==> src/rtl/gerador_janela.sv <==
// gerador_janela -- 3x3 sliding-window generator for the Sobel stage.
//
// Takes a raster-order 8-bit grayscale stream, keeps the two previous rows
// in line buffers and emits every fully interior 3x3 neighbourhood as three
// 24-bit row words. No padding: (IMG_W-2)*(IMG_H-2) windows per frame.
//
// Parameters:
//   IMG_W        image width in pixels (>=3)
//   IMG_H        image height in pixels (>=3)
//
// Ports:
//   clk          clock, all logic on posedge
//   rst          synchronous reset, active low (0 = reset)
//   pixel_in     input pixel, unsigned
//   pixel_valid  pixel_in holds a valid pixel
//   pixel_ready  block can accept a pixel this cycle (combinational)
//   linha1       top window row    {left, centre, right}
//   linha2       middle window row {left, centre, right}
//   linha3       bottom window row {left, centre, right}
//   janela_valid linha1..3 hold a valid window
//   janela_ready downstream takes the window this cycle
//   frame_done   one-cycle pulse, the cycle after the last window of a
//                frame is handed off
//   janelas_cnt  (only with JANELA_CNT_EN) windows handed off this frame
//
// Optional feature macro: JANELA_CNT_EN adds the janelas_cnt output.

module gerador_janela #(
  parameter int IMG_W = 64,
  parameter int IMG_H = 64
) (
  input  logic        clk,
  input  logic        rst,
  input  logic [7:0]  pixel_in,
  input  logic        pixel_valid,
  output logic        pixel_ready,
  output logic [23:0] linha1,
  output logic [23:0] linha2,
  output logic [23:0] linha3,
  output logic        janela_valid,
  input  logic        janela_ready,
  output logic        frame_done
`ifdef JANELA_CNT_EN
  ,
  output logic [15:0] janelas_cnt
`endif
);

  localparam int CW = (IMG_W > 2) ? $clog2(IMG_W) : 2;
  localparam int RW = (IMG_H > 2) ? $clog2(IMG_H) : 2;

  localparam logic [CW-1:0] COL_LAST = CW'(IMG_W - 1);
  localparam logic [RW-1:0] ROW_LAST = RW'(IMG_H - 1);
  localparam logic [CW-1:0] COL_TWO  = CW'(2);
  localparam logic [RW-1:0] ROW_TWO  = RW'(2);

  typedef enum logic [1:0] {
    PREENCHE,
    PROCESSA,
    FIM
  } estado_t;

  estado_t       state;
  logic [CW-1:0] col;
  logic [RW-1:0] row;

  // lb1 = previous row, lb2 = the row before it. Never reset: every entry
  // is rewritten before the window logic can look at it.
  logic [7:0]    lb1 [IMG_W];
  logic [7:0]    lb2 [IMG_W];

  // Two older window columns per row; the newest column comes straight
  // from the line buffers and pixel_in.
  logic [15:0]   sr_top, sr_mid, sr_bot;

  logic [7:0]    top_px, mid_px;
  logic          accept, handoff, emit, frame_end_px;
  logic          last_pend;

  assign pixel_ready  = rst && (!janela_valid || janela_ready);
  assign accept       = pixel_valid && pixel_ready;
  assign handoff      = janela_valid && janela_ready;
  assign top_px       = lb2[col];
  assign mid_px       = lb1[col];
  assign emit         = accept && (row >= ROW_TWO) && (col >= COL_TWO);
  assign frame_end_px = (col == COL_LAST) && (row == ROW_LAST);

  // Datapath storage without reset.
  always_ff @(posedge clk) begin
    if (accept) begin
      lb2[col] <= mid_px;
      lb1[col] <= pixel_in;
      // Keeps shifting across row boundaries; emit is gated at cols 0/1 so
      // a window never mixes the end of one row with the start of the next.
      sr_top   <= {sr_top[7:0], top_px};
      sr_mid   <= {sr_mid[7:0], mid_px};
      sr_bot   <= {sr_bot[7:0], pixel_in};
    end
  end

  // Counters, output register and frame FSM.
  always_ff @(posedge clk) begin
    if (!rst) begin
      col          <= '0;
      row          <= '0;
      state        <= PREENCHE;
      janela_valid <= 1'b0;
      frame_done   <= 1'b0;
      linha1       <= 24'h000000;
      linha2       <= 24'h000000;
      linha3       <= 24'h000000;
      last_pend    <= 1'b0;
    end else begin
      frame_done <= 1'b0;

      if (accept) begin
        if (col == COL_LAST) begin
          col <= '0;
          row <= (row == ROW_LAST) ? '0 : row + RW'(1);
        end else begin
          col <= col + CW'(1);
        end
      end

      // Single output stage: a new window may replace the one being handed
      // off in the same cycle, giving one window per cycle.
      if (emit) begin
        linha1       <= {sr_top, top_px};
        linha2       <= {sr_mid, mid_px};
        linha3       <= {sr_bot, pixel_in};
        janela_valid <= 1'b1;
        last_pend    <= frame_end_px;
      end else if (handoff) begin
        janela_valid <= 1'b0;
        last_pend    <= 1'b0;
      end

      case (state)
        FIM: begin
          state <= emit ? PROCESSA : PREENCHE;
        end
        default: begin
          // The bottom-right window leaving ends the frame, even if pixel 0
          // of the next frame is accepted in the same cycle.
          if (handoff && last_pend) begin
            state      <= FIM;
            frame_done <= 1'b1;
          end else if (accept) begin
            state <= emit ? PROCESSA : PREENCHE;
          end
        end
      endcase
    end
  end

`ifdef JANELA_CNT_EN
  always_ff @(posedge clk) begin
    if (!rst) begin
      janelas_cnt <= 16'd0;
    end else if (frame_done) begin
      janelas_cnt <= 16'd0;
    end else if (handoff) begin
      janelas_cnt <= janelas_cnt + 16'd1;
    end
  end
`endif

endmodule

==> config.mk <==
export PLATFORM = sky130hd
export DESIGN_NAME = gerador_janela
export DESIGN_NICKNAME = d
export VERILOG_FILES = /design/src/rtl/gerador_janela.sv
export SDC_FILE = /design/constraint.sdc
export NUM_CORES = 1
export LEC_CHECK = 0
export CORE_ASPECT_RATIO = 1.25
export CORE_MARGIN = 8
export CORE_UTILIZATION = 55
export DETAILED_ROUTE_END_ITERATION = 10
export GPL_TIMING_DRIVEN = 0
export HOLD_SLACK_MARGIN = 0.06
export PLACE_DENSITY = 0.72
export SLEW_MARGIN = 20
export SYNTH_ARGS = -nofsm -noshare
export SYNTH_HDL_FRONTEND = slang
export SYNTH_SLANG_ARGS = --single-unit
==> constraint.sdc <==
create_clock -name clk -period 5.2 [get_ports clk]
set_clock_uncertainty 0.1 [all_clocks]
set_input_delay 1.56 -clock clk [delete_from_list [all_inputs] [get_ports clk]]
set_output_delay 1.56 -clock clk [all_outputs]
set_load 0.1 [all_outputs]
### Word-level counts from Yosys, hierarchy flattened

Memories as Yosys holds them, arrays and structs flattened. A register that Yosys moved wholly into a read port is not among the register bits.
Index checks and enable logic that the tools add are counted.

* bitwise logic cells: 1
* eq/ne operators: 3
* order comparisons: 2
* add/subtract/negate cells: 2
* reduce and logical (&&, ||, !) cells: 13
* mux-type cells: 16

Operators by type and width (number)
* $mux 6: 6
* $add 6x1->6 const B: 2
* $eq 6x6->1 const B: 2
* $ge 6x2->1 const B: 2
* $logic_and 1x1->1: 7
* $mux 1: 7
* $mux 2: 3
* $reduce_bool 3->1: 1
* $eq 2x2->1 const B: 1
* $reduce_and 2->1: 1
* $reduce_bool 2->1: 1
* $reduce_or 2->1: 1
* $logic_not 1->1: 1
* $logic_or 1x1->1: 1
* $not 1->1: 1

* bits of input ports: 12
* logic and storage cells: 51
* flip-flop bits (word level): 137
* memories kept: 2
* output and inout port bits: 75
* bits in writable memories: 1024

Memory list
* lb1: words 64, width 8, rd ports 1, clocked after memory_dff 1, write ports 1, RTL line 69 `logic [7:0] lb1 [IMG_W];`
* lb2: words 64, width 8, rd ports 1, clocked after memory_dff 1, write ports 1, RTL line 70 `logic [7:0] lb2 [IMG_W];`

### Logic depth before layout (Yosys ltp)

* depth in word-level cells: 10
* gate-level depth with buffers: 10
* depth with buffers taken out: 7

### Least setup slack after synthesis

OpenSTA, ideal clock, no wires.

* path kind: input to register
* start point: input janela_ready
* end point: memory lb1[12][0] (enable)
* arrival time: 4.889 ns
* setup time: 0.389 ns
* path slack: -0.178 ns
* stages on the path: 6
* cells stage by stage: nand2b_1 -> nand3_1 -> inv_1 -> clkbuf_1 -> nand3_1 -> nor2_1

* cells in the longest elaborated chain, start to end: 5

Ends and longest elaborated chain
* from (decl): RTL line 41 `input logic janela_ready,`
* $logic_or 1x1->1: RTL line 80 `assign pixel_ready = rst && (!janela_valid || janela_ready);`
* $logic_and 1x1->1: RTL line 80
* $logic_and 1x1->1: RTL line 81 `assign accept = pixel_valid && pixel_ready;`
* via accept: RTL line 77 `logic accept, handoff, emit, frame_end_px;`
* $mux 1: RTL line 90 `if (accept) begin`
* $mux 1 (implied by the code): RTL line 92 `lb1[col] <= pixel_in;`
* to (decl): RTL line 69

The timed path passes the listed nets, and every way through them passes these cells.

==> impl_metrics.env <==
export IMPL_slew_headroom_pct=20.7
export IMPL_ir_drop_mv=0.233
export IMPL_drc=0
export IMPL_drv_slew=0
export IMPL_cts_tree="done"
export IMPL_critPathMaxFanout=26
export IMPL_synth_flop_cell="edfxtp_1"
export IMPL_viasPerCell=6.43
export IMPL_gr_total_overflow=0
export IMPL_hp_start="sr_bot[6]$_DFFE_PP_"
export IMPL_drtIter0Drc=3514
export IMPL_antennaDiodeCount=0
export IMPL_placed_area_um2=48100
export IMPL_num_vias=24200
export IMPL_multi_input_area_um2=9990
export IMPL_antenna_found_initial=3
export IMPL_cp_start_kind="flop"
export IMPL_core_um2=80100
export IMPL_synthArstFlopShare_pct=0
export IMPL_clk_latency_ns=0.69
export IMPL_final_cell_area_um2=51500
export IMPL_routabilityCongestion=0.908
export IMPL_outcome="completed"
export IMPL_yosys_cell_count_top_type="edfxtp_1"
export IMPL_die_w_um=271
export IMPL_seqCellArea_um2=34100
export IMPL_avgSynthCellArea_um2=19.0
export IMPL_cts_buffers=105
export IMPL_drive_gt1_share_pct=22.4
export IMPL_synth_seq_area_share_pct=76.5
export IMPL_grt_pass1_wl_mm=168
export IMPL_rows=116
export IMPL_power_w=0.0190
export IMPL_critPathKind="flop to flop"
export IMPL_clock_path_buffers=3
export IMPL_io_buffers=86
export IMPL_cp_arrival_ns=5.50
export IMPL_drv_cap=0
export IMPL_yosysWarningCount=0
export IMPL_clkSinkCount=1167
export IMPL_synth_top_area_cell="edfxtp_1"
export IMPL_rsz0062_at_grt="no"
export IMPL_firstDrtPassIters=8
export IMPL_synth_cell_types=47
export IMPL_end_kind="flop"
export IMPL_cts_reportedPaths_clkPinSlew_ns=0.07
export IMPL_synth_common_cells="1072 x edfxtp_1, 210 x mux4_2, 192 x nand2_1, 143 x mux2i_1, 95 x dfxtp_1"
export IMPL_netlist_instances=2345
export IMPL_yosys_area_top_type_share_pct=72.3
export IMPL_finalCritPeriodShare_pct=99.8
export IMPL_die_h_um=334
export IMPL_htreeDepth=3
export IMPL_synth_fp_nets=2361
export IMPL_ios=87
export IMPL_period_minus_slack_ns=5.19
export IMPL_hold_viol_final=0
export IMPL_grt_usage_pct=25.6
export IMPL_fillers=5264
export IMPL_initial_core_util_pct=55.6
export IMPL_final_setup_viol_count=0
export IMPL_worst_slack_ns=0.0109
export IMPL_fmaxAchievable_mhz=193
export IMPL_routed_wl_mm=117
export IMPL_final_core_util_pct=64.3
export IMPL_powerDensity_nw_per_um2=370
export IMPL_synth_edff_count=1072
export IMPL_netlist_area_um2=44600
export IMPL_tightest_slew_ns=1.19
export IMPL_grt_max_degree=67
export IMPL_wire_per_inst_um=31.2
export IMPL_final_nets=2633
export IMPL_root_buffer="clkbuf_16"
export IMPL_ys_ff_latch=1167
export IMPL_place_ws_ns=-0.560
export IMPL_antenna_left=0
export IMPL_hold_ws_ns=0.348
export IMPL_dpl_hpwl_mm=77.0
export IMPL_cp_data_required_time_ns=5.51
export IMPL_die_area_um2=90400
export IMPL_synth_area_top_cells="edfxtp_1 72%, mux4_2 11%, dfxtp_1 4.3%, mux2i_1 3.2%, nand2_1 1.6%"
export IMPL_area_growth_pct=15.5
export IMPL_grt_pass1_vias=24500
export IMPL_holdCritPathClass="flop to flop"
export IMPL_p_leak_nw=16.1
[per-layer routing]
layer | wire length [um] | vias to the layer above | track usage [%]
met4 | 8580 | 0 | 16.3
met1 | 41000 | 12300 | 31.5
met3 | 11200 | 355 | 5.01
met5 | 0 | - | 0
met2 | 56400 | 1572 | 41.6
li1 | - | 9961 | -
[power by group]
part / total, W / leakage (nW) / switching [W] / internal, W
Clock: 0.00753 / 1.61 / 0.00335 / 0.00418
Combinational: 0.00113 / 4.12 / 0.000742 / 0.000385
Sequential: 0.0104 / 10.4 / 0.0000138 / 0.0104
Total: 0.0190 / 16.1 / 0.00410 / 0.0149
[area by class of cell]
| class | count | area share (%) |
|---|---|---|
| multi-input cells | 1030 | 19.4 |
| inverters | 7 | 0.0510 |
| clock inverters | 61 | 1.04 |
| plain buffers | 141 | 1.35 |
| clock buffers | 127 | 5.38 |
| flip-flops and latches | 1167 | 66.2 |
| repair buffers | 165 | 3.97 |
| well taps | 1062 | 2.58 |
[through the flow]
step	setup TNS [ns]	std cells
floorplan	0	2345
global placement	-1592.41	3493
detailed placement	-77.61	3567
CTS	0	3755
global route	0	3760
finish	0	3760
[logic make-up after synthesis]
group | synth area share (%)
AOI/OAI and AO/OA | 3.81
muxes | 13.9
DFF | 76.5
buffers and inverters | 1.60
and+or+nand+nor | 4.00
adders and majority gates | 0.112
xor gates and xnor gates | 0.0983
[critical path, cell delays in order (launching register included)]
cell and delay, ns:
dfxtp_1 0.43, clkbuf_1 0.71, buf_1 0.77, buf_1 0.66, clkbuf_1 0.65, a21oi_1 0.41, o21ai_0 0.42, a21oi_4 0.28
buf_16 0.28, buf_16 0.16
[flip-flops by register name, indices dropped and copies added, names as in the netlist, 2 cells and up, named ones only]
register  count
lb1         512
linha3       24
lb2         512
sr_mid       16
sr_top       16
col           6
row           6
sr_bot       16
state         2
linha2       24
linha1       24
[layout by cell type (no fill, tap or decap), types with 10 or more instances in the layout]
| cell | synthesis | layout |
|---|---|---|
| mux2i_1 | 143 | 143 |
| buf_1 | 12 | 11 |
| a22oi_1 | 44 | 44 |
| nor2_2 | 0 | 61 |
| clkbuf_16 | 0 | 106 |
| buf_4 | 20 | 33 |
| clkinv_1 | 0 | 23 |
| o21ai_0 | 27 | 27 |
| nand2b_1 | 15 | 15 |
| dfxtp_1 | 95 | 95 |
| nor2_1 | 91 | 27 |
| a31oi_1 | 10 | 10 |
| or4_1 | 10 | 10 |
| nand3_1 | 30 | 30 |
| o22ai_1 | 26 | 26 |
| clkinv_2 | 0 | 19 |
| edfxtp_1 | 1072 | 1072 |
| mux4_2 | 210 | 210 |
| clkbuf_1 | 63 | 77 |
| nand2_1 | 192 | 187 |
| buf_2 | 42 | 43 |
| nor2b_1 | 23 | 23 |
| a21oi_1 | 94 | 91 |
| a211oi_1 | 28 | 28 |
| buf_6 | 4 | 32 |
| buf_8 | 0 | 31 |
| clkdlybuf4s50_1 | 0 | 77 |
| buf_16 | 0 | 11 |
[path summary, 6_finish.rpt]
| check | depth (start not counted) | slack, ns | to |
|---|---|---|---|
| min | 0 | 0.35 | sr_bot[14]$_DFFE_PP_ |
| max | 9 | 0.01 | lb2[8][4]$_DFFE_PP_ |
| min reg2reg | 0 | 0.35 | sr_bot[14]$_DFFE_PP_ |
| max reg2reg | 9 | 0.01 | lb2[8][4]$_DFFE_PP_ |
[repair_timing]
item,in CTS,in global routing
hold buffers,0,0
resized for setup,3,2
pin swaps,0,1
setup endpoints to repair,1,33
setup buffers,0,5
No activity file was read; power rests on OpenSTA's default activity.
